==> src/rtl/alu_ctrl_pkg.sv <==
// Shared constants and select-line encoding for the ALU mode controller.
package alu_ctrl_pkg;

    localparam int NUM_OPS = 7;
    localparam int IDX_W   = 3;
    localparam int SEL_W   = NUM_OPS - 1;

    // Index 0 selects the default ALU operation, so it maps to an all-zero select.
    function automatic logic [SEL_W-1:0] idx_to_onehot(input logic [IDX_W-1:0] idx);
        logic [SEL_W-1:0] sel;
        sel = '0;
        for (int k = 1; k < NUM_OPS; k++) begin
            if (idx == IDX_W'(k)) sel[k-1] = 1'b1;
        end
        return sel;
    endfunction

endpackage

==> src/rtl/alu_mode_controller_btn_debounce.sv <==
// Two-flop synchronizer, stable-level debouncer and rising-edge press pulse for one raw button.
module btn_debounce #(
    parameter int DEBOUNCE_CYCLES = 500000
) (
    input  logic clk,
    input  logic resetn,
    input  logic raw,
    output logic pulse
);

    localparam int CW = $clog2(DEBOUNCE_CYCLES);

    logic [1:0]    sync_q;
    logic [1:0]    valid_q;
    logic          armed;
    logic          level;
    logic          level_q;
    logic [CW-1:0] cnt;

    // Presses are only honoured once the button has been seen released after reset,
    // so a button held through reset cannot produce a step on release of reset.
    always_ff @(posedge clk or negedge resetn) begin
        if (!resetn) begin
            sync_q  <= '0;
            valid_q <= '0;
            armed   <= 1'b0;
            level   <= 1'b0;
            level_q <= 1'b0;
            cnt     <= '0;
            pulse   <= 1'b0;
        end else begin
            sync_q  <= {sync_q[0], raw};
            valid_q <= {valid_q[0], 1'b1};
            if (valid_q[1] && !sync_q[1]) armed <= 1'b1;
            if (sync_q[1] != level) begin
                cnt <= cnt + 1'b1;
                if (cnt == CW'(DEBOUNCE_CYCLES - 2)) level <= sync_q[1];
            end else begin
                cnt <= '0;
            end
            level_q <= level;
            pulse   <= armed & level & ~level_q;
        end
    end

endmodule

==> src/rtl/alu_mode_controller.sv <==
// Operation sequencer for the ALU display datapath: button/auto-scan stepping,
// operand latch and registered one-hot select.
module alu_mode_controller
    import alu_ctrl_pkg::*;
#(
    parameter int DEBOUNCE_CYCLES = 500000,
    parameter int SCAN_CYCLES     = 50000000
) (
    input  logic             clk,
    input  logic             resetn,
    input  logic             btn_next,
    input  logic             btn_prev,
    input  logic             auto_en,
    input  logic             load,
    input  logic [9:0]       operands_in,
    output logic [9:0]       operands_out,
    output logic [SEL_W-1:0] sw_sel,
    output logic [IDX_W-1:0] op_index,
    output logic             update
);

    localparam int               SCW      = $clog2(SCAN_CYCLES);
    localparam logic [IDX_W-1:0] LAST_IDX = IDX_W'(NUM_OPS - 1);

    logic             next_pulse;
    logic             prev_pulse;
    logic             load_pulse;
    logic [1:0]       auto_q;
    logic             auto_sync;
    logic [SCW-1:0]   scan_cnt;
    logic             scan_tc;
    logic             manual;
    logic [IDX_W-1:0] idx_inc;
    logic [IDX_W-1:0] idx_dec;
    logic [IDX_W-1:0] idx_nxt;

    btn_debounce #(.DEBOUNCE_CYCLES(DEBOUNCE_CYCLES)) u_db_next (
        .clk(clk), .resetn(resetn), .raw(btn_next), .pulse(next_pulse)
    );
    btn_debounce #(.DEBOUNCE_CYCLES(DEBOUNCE_CYCLES)) u_db_prev (
        .clk(clk), .resetn(resetn), .raw(btn_prev), .pulse(prev_pulse)
    );
    btn_debounce #(.DEBOUNCE_CYCLES(DEBOUNCE_CYCLES)) u_db_load (
        .clk(clk), .resetn(resetn), .raw(load), .pulse(load_pulse)
    );

    assign auto_sync = auto_q[1];

    // Simultaneous next and prev cancel out, and also suppress the auto step that cycle.
    always_comb begin
        idx_inc = (op_index == LAST_IDX) ? '0 : op_index + 1'b1;
        idx_dec = (op_index == '0) ? LAST_IDX : op_index - 1'b1;
        manual  = next_pulse | prev_pulse;
        scan_tc = auto_sync && (scan_cnt == SCW'(SCAN_CYCLES - 1));
        idx_nxt = op_index;
        if (next_pulse && !prev_pulse)      idx_nxt = idx_inc;
        else if (prev_pulse && !next_pulse) idx_nxt = idx_dec;
        else if (!manual && scan_tc)        idx_nxt = idx_inc;
    end

    always_ff @(posedge clk or negedge resetn) begin
        if (!resetn) begin
            auto_q       <= '0;
            scan_cnt     <= '0;
            op_index     <= '0;
            sw_sel       <= '0;
            operands_out <= '0;
            update       <= 1'b0;
        end else begin
            auto_q <= {auto_q[0], auto_en};
            if (!auto_sync || manual || scan_tc) scan_cnt <= '0;
            else                                 scan_cnt <= scan_cnt + 1'b1;
            op_index <= idx_nxt;
            sw_sel   <= idx_to_onehot(idx_nxt);
            if (load_pulse) operands_out <= operands_in;
            update <= (idx_nxt != op_index) | load_pulse;
        end
    end

endmodule

==> config.mk <==
export PLATFORM = sky130hd
export DESIGN_NAME = alu_mode_controller
export DESIGN_NICKNAME = d
export VERILOG_FILES = /design/src/rtl/alu_ctrl_pkg.sv /design/src/rtl/alu_mode_controller_btn_debounce.sv /design/src/rtl/alu_mode_controller.sv
export SDC_FILE = /design/constraint.sdc
export NUM_CORES = 1
export LEC_CHECK = 0
export ABC_AREA = 0
export CORE_UTILIZATION = 24
export DETAILED_ROUTE_END_ITERATION = 10
export PLACE_DENSITY_LB_ADDON = 0.08
export SLEW_MARGIN = 20
export SYNTH_ARGS = -nofsm -noshare
export SYNTH_HDL_FRONTEND = slang
export SYNTH_SLANG_ARGS = --single-unit
==> constraint.sdc <==
create_clock -name clk -period 4.6 [get_ports clk]
set_input_delay 0.46 -clock clk [delete_from_list [all_inputs] [get_ports clk]]
set_output_delay 0.46 -clock clk [all_outputs]
set_load 0.01 [all_outputs]
Word-level counts from Yosys, hierarchy flattened

Index checks and enable logic that the tools add are counted.

Multiplexer cells: 15
Reductions and logical operators: 20
Equality and inequality tests: 15
Bitwise operators: 11
$add $sub $neg: 6

Operators with widths:

| kind                                                               | count |
|---|---|
| 19-bit by 1-bit adder with 19-bit output, second input constant    | 3 |
| 19-bit == test, second input constant                              | 3 |
| 19-bit two-way mux                                                 | 3 |
| 26-bit by 1-bit adder with 26-bit output, second input constant    | 1 |
| 26-bit == test, second input constant                              | 1 |
| 26-bit two-way mux                                                 | 1 |
| 3-bit two-way mux                                                  | 5 |
| 3-bit == test, second input constant                               | 4 |
| 1-bit logical AND                                                  | 7 |
| 1-bit zero test                                                    | 7 |
| 1-bit bitwise AND                                                  | 6 |
| 3-bit by 2-bit == test with 1-bit output, second input constant    | 2 |
| 1-bit two-way mux                                                  | 6 |
| 2-bit AND reduction                                                | 3 |
| 3-bit by 1-bit adder with 3-bit output, second input constant      | 1 |
| 3-bit by 1-bit == test with 1-bit output, second input constant    | 1 |
| 3-bit zero test                                                    | 1 |
| 1-bit inequality test                                              | 3 |
| 3-bit inequality test                                              | 1 |
| 1-bit NOT                                                          | 3 |
| 3-bit by 1-bit subtractor with 3-bit output, second input constant | 1 |
| 1-bit logical OR                                                   | 2 |
| 1-bit OR                                                           | 2 |

Input port bits: 16
Word-level logic and storage cells: 94
Register bits after elaboration: 129

Logic depth before layout (Yosys ltp)

Depth in word-level cells: 8
Mapped depth: 8

Modules after synthesis

A second synthesis with hierarchy kept.

Cell total of the unflattened synthesis: 570
Area total of the unflattened synthesis: 6,052.1 um^2

By module, submodules not included:

| module              | times used | cells an instance | area each (um^2) | seq. area each (um^2) |
|---|---|---|---|---|
| btn_debounce        | 3          | 116               | 1,233.7          | 675.6 |
| alu_mode_controller | 1          | 222               | 2,351.0          | 1,201.2 |

Worst setup path before layout

No wires, ideal clock.

Path kind: register to register
From: register scan_cnt[0]
To: register sw_sel[4]
Cell stages (with the launch flop): 8
Data arrival time: 1,982 ps
Slack: 2,498 ps
Clock period less this slack: 2,102 ps
Path through: dfrtp_1 > ha_1 > nand3_2 > or4_4 > o2111a_1 > nor3_4 > inv_2 > and4_1

Cells in the longest elaborated chain, start to end: 8

RTL lines:

| element                | line                      | text |
|---|---|---|
| start, declared        | alu_mode_controller.sv:30 | `logic [SCW-1:0] scan_cnt;` |
| start signal, assigned | alu_mode_controller.sv:72 | `else scan_cnt <= scan_cnt + 1'b1;` |
| 26-bit == test         | alu_mode_controller.sv:54 | `scan_tc = auto_sync && (scan_cnt == SCW'(SCAN_CYCLES - 1));` |
| 1-bit logical AND      | alu_mode_controller.sv:54 |  |
| 1-bit logical AND      | alu_mode_controller.sv:58 | `else if (!manual && scan_tc) idx_nxt = idx_inc;` |
| 3-bit two-way mux      | alu_mode_controller.sv:58 |  |
| 3-bit two-way mux      | alu_mode_controller.sv:57 | `else if (prev_pulse && !next_pulse) idx_nxt = idx_dec;` |
| 3-bit two-way mux      | alu_mode_controller.sv:56 | `if (next_pulse && !prev_pulse) idx_nxt = idx_inc;` |
| net idx_nxt[2]         | alu_mode_controller.sv:35 | `logic [IDX_W-1:0] idx_nxt;` |
| 3-bit == test          | alu_ctrl_pkg.sv:13        | `if (idx == IDX_W'(k)) sel[k-1] = 1'b1;` |
| 1-bit two-way mux      | alu_ctrl_pkg.sv:13        |  |
| end signal, assigned   | alu_mode_controller.sv:74 | `sw_sel <= idx_to_onehot(idx_nxt);` |
| end, declared          | alu_mode_controller.sv:17 | `output logic [SEL_W-1:0] sw_sel,` |

The timed path passes the listed nets, and every way through them passes these cells.
A chain may end at the register's enable or synchronous reset.

Final worst setup path

From: register scan_cnt[0]
To: register scan_cnt[9]

Cells in the longest elaborated chain, start to end: 4
Elaborated cells on any way between the ends: 5

RTL lines:

| element                                                                          | line                      | text |
|---|---|---|
| branches (longest 3 deep; another with 26-bit by 1-bit adder with 26-bit output) | -                         |  |
| 26-bit two-way mux *                                                             | alu_mode_controller.sv:71 | `if (!auto_sync \|\| manual \|\| scan_tc) scan_cnt <= '0;` |

Every way passes the cells marked *.

==> impl_results.md <==
- Slowest library cell on the worst path: nand3_1
- DRC: 0
- Largest family of logic cells by synthesized area: simple AND/OR/NAND/NOR gates
- Setup Viol. Count Final: 0
- Netlist Area Pre-Place: 5680 um^2
- Maximum clock rate: 0.381 GHz
- Ys async rst share: 100%
- Share of cells above drive strength 1: 10.3%
- Final global-route overflow total: 0
- Tmin final: 2620 ps
- Worst slew pin tran: 1020 ps
- Post-cts resize count: 0
- Chip Height: 156 um
- Cell chain of the critical path: ha_1 > nand3_2 > or4_4 > o21a_1 > nand3_1 > nor2_1
- Post-Synth Simple-Gate Area: 22.5%
- Synth warn: 0
- Setup Buffers After CTS: 0
- Worst r2r dst: scan_cnt[9]
- Slew Limit Fails: 0
- Fraction of synthesized area in multiplexers: 2.95%
- Cells taking the most area after synthesis: dfrtp_1 (55%), xor2_1 (6.9%), nor2_1 (6.1%)
- Worst Path Class, Setup: register to register
- Overall Global Routing Usage: 10.5%
- RePlAce Congestion: 0.773
- FP Rows: 55
- GR Util met1: 14.2%
- Drt first pass iters: 4
- EDFF count, synth: 0
- Leak: 2.99 nW
- Pwr/cell area: 362 nW/um^2
- Main flop type after synthesis: dfrtp_1
- Max-Cap Viols: 0
- DP HPWL: 7660 um
- Vias in the first global route: 3886
- Die X: 156 um
- Post-synth top area cell: dfrtp_1
- Grt met3 use: 3.64%
- Fin. Hold Viols: 0
- Critical Path Sink Type: register
- Area added between synthesis and finish: 23.5%
- Worst relative slew slack: 32.1%
- Unrepaired setup endpoints after global routing: no
- Peak VDD IR: 0.182 mV
- Largest net degree at the start of global routing: 46
- Share of the synthesized area in the top cell type: 55.1%
- Post-route ant nets: 0
- Clock slew at reported path FFs: 50 ps
- ANT cells: 0
- Initial DRC count: 115
- CTS tree: yes
- Setup Skew: 9.63 ps
- Net Count, Synth: 556
- Compound-Gate Fraction of Synth Area: 3.81%
- Critical Path Max Stage Delay: 710 ps
- Outcome: finished clean
- Vias: 3847
- Synth Area in Adders: 2.64%
- CP arrival: 2870 ps
- Final critical-path share of the clock period: 57.0%
- Clock root cell: clkbuf_16
- Final setup TNS: 0 ps
- First-pass GRT wire length: 19700 um
- I/O pin count: 36
- Drt via density: 4.26
- Initial antenna violation count: 0
- Final Power: 2.54 mW
- Post-Place Worst Slack: 1930 ps
- Max FO, Critical Path: 26
- PnR worst setup slack: 1980 ps
- Buf+Inv Stages, Crit Path: 0
- Starting Density: 24.8%
- Port buffer count: 35
- Net count, final: 605
- Seq/Total Area, Yosys: 55.1%
- Reg2Reg Depth: 6
- Die Area: 24300 um^2
- Hold_buf cts: 0
- CP delay by family, top: simple AND/OR/NAND/NOR gates
- Cells after synthesis: 528
- Req. time, crit path: 4850 ps
- Reg-to-Reg Start: scan_cnt[0]
- Core area: 22900 um^2
- R2R setup slack: 1980 ps
- Clock sink count: 125
- CTS H-tree lvls: 4
- Clock Latency Late Sink: 410 ps
- CP Launch Type: register
- Yosys reg bits: 125
- Synth Area in XOR/XNOR: 11.1%
- Global routing's busiest layer: met2
- Clock buffer count from CTS: 17
- Post-Route WL: 11500 um
- Clock Path Buffers: 2
- Number of distinct library cells after synthesis: 52
- Mapped Avg Cell Area: 10.8 um^2
- GR Util met2: 15.3%
- Worst Hold Class: input port to asynchronous set/reset pin
- WL per Instance: 12.8 um
## power breakdown
| part | internal, mW | leakage [nW] | switching [mW] | total (mW) |
|---|---|---|---|---|
| Combinational | 0.0233 | 1.00 | 0.0444 | 0.0677 |
| Sequential | 1.11 | 1.70 | 0.0125 | 1.13 |
| Clock | 0.861 | 0.290 | 0.488 | 1.35 |
| Total | 2.00 | 2.99 | 0.545 | 2.54 |
## final cells by class
class | instances | area [um^2]
Tap cell | 313 | 392
Multi-Input combinational cell | 376 | 2460
Clock buffer | 20 | 447
Inverter | 19 | 71.3
Timing Repair Buffer | 38 | 370
Sequential cell | 125 | 3130
Fill cell | 2350 | 15900
Clock inverter | 12 | 144
## cells in the final DEF (no fill, tap or decap), types with 3 or more instances in the layout
| master | n |
|---|---|
| dfrtp_1 | 125 |
| nor2_1 | 93 |
| xor2_1 | 45 |
| nand2_1 | 37 |
| clkdlybuf4s50_1 | 34 |
| nand3_1 | 27 |
| xnor2_1 | 25 |
| nand4_1 | 24 |
| inv_1 | 17 |
| clkbuf_16 | 17 |
| mux2_2 | 14 |
| ha_1 | 12 |
| and4_1 | 11 |
| and3_1 | 8 |
| nor3_1 | 7 |
| nor4_1 | 6 |
| o21ai_0 | 6 |
| nor4b_1 | 6 |
| clkinv_2 | 6 |
| a21oi_1 | 5 |
| and2_1 | 4 |
| or3_1 | 4 |
| buf_4 | 4 |
| nor4_2 | 3 |
| a21o_1 | 3 |
| bufinv_16 | 3 |
## Yosys cell counts (all sizes together), types with 2 or more instances
| cell | count |
|---|---|
| or3 | 4 |
| nor4bb | 2 |
| nand4 | 24 |
| nor2 | 93 |
| and2 | 4 |
| and4 | 11 |
| o211a | 2 |
| nor4b | 6 |
| a211oi | 2 |
| xor2 | 45 |
| and3 | 8 |
| ha | 12 |
| a21oi | 5 |
| a21o | 3 |
| or4 | 3 |
| nand2 | 37 |
| o211ai | 3 |
| o21ai | 6 |
| mux2 | 14 |
| buf | 2 |
| dfrtp | 125 |
| xnor2 | 27 |
| inv | 18 |
| nand3 | 29 |
| clkbuf | 6 |
| nand2b | 2 |
| nor3 | 8 |
| nor4 | 9 |
## per-layer routing
| metal | share of wire (%) | routed length, um | vias to the layer above |
|---|---|---|---|
| met5 | 0 | 0 | - |
| met4 | 0.99 | 114 | 0 |
| met3 | 3.8 | 441 | 10 |
| met2 | 43 | 4930 | 49 |
| met1 | 53 | 6060 | 1866 |
| li1 | - | - | 1922 |
## flip-flops by register name, summed over array words and instances, names as in the netlist, 2 cells and up
signal	flops
u_db_next.sync_q	2
u_db_prev.sync_q	2
u_db_load.cnt	19
sw_sel	6
u_db_load.valid_q	2
u_db_load.sync_q	2
op_index	3
u_db_next.cnt	19
scan_cnt	26
operands_out	10
u_db_prev.cnt	19
auto_q	2
## kinds of logic after synthesis
group	Yosys count
compound gates	30
xor+xnor	72
fa+ha+maj	12
buf+inv	27
flops	125
mux	15
other cells	1
simple gates	246
## stage by stage
stage	area [um^2]	std cells	hold WS (ps)	util [%]
3_5_place_dp	6420	871	340	28.0
4_1_cts	7010	903	58.5	30.6
5_1_grt	7010	903	67.9	30.6
2_1_floorplan	5680	528	164	-
3_3_place_gp	6420	871	334	28.0
6_report	7010	903	48.0	30.6
## worst register-to-register path, delay by kind of cell (launching register included)
kind	cells	cell delay, ps
DFF	1	390
and+or+nand+nor	4	1610
AOI/OAI and AO/OA	1	240
adders and majority gates	1	220
## worst max path at each step
stage / from / end / slack, ps / depth (start not counted)
finish: scan_cnt[0] / scan_cnt[9] / 1980 / 6
global route: scan_cnt[0] / scan_cnt[11] / 1690 / 6
CTS: scan_cnt[0] / scan_cnt[9] / 1920 / 6
detailed placement: scan_cnt[0] / scan_cnt[5] / 1930 / 6
global placement: scan_cnt[0] / scan_cnt[7] / 2050 / 6
floorplan: scan_cnt[0] / sw_sel[4] / 2500 / 7
(Power assumes the default switching activity.)
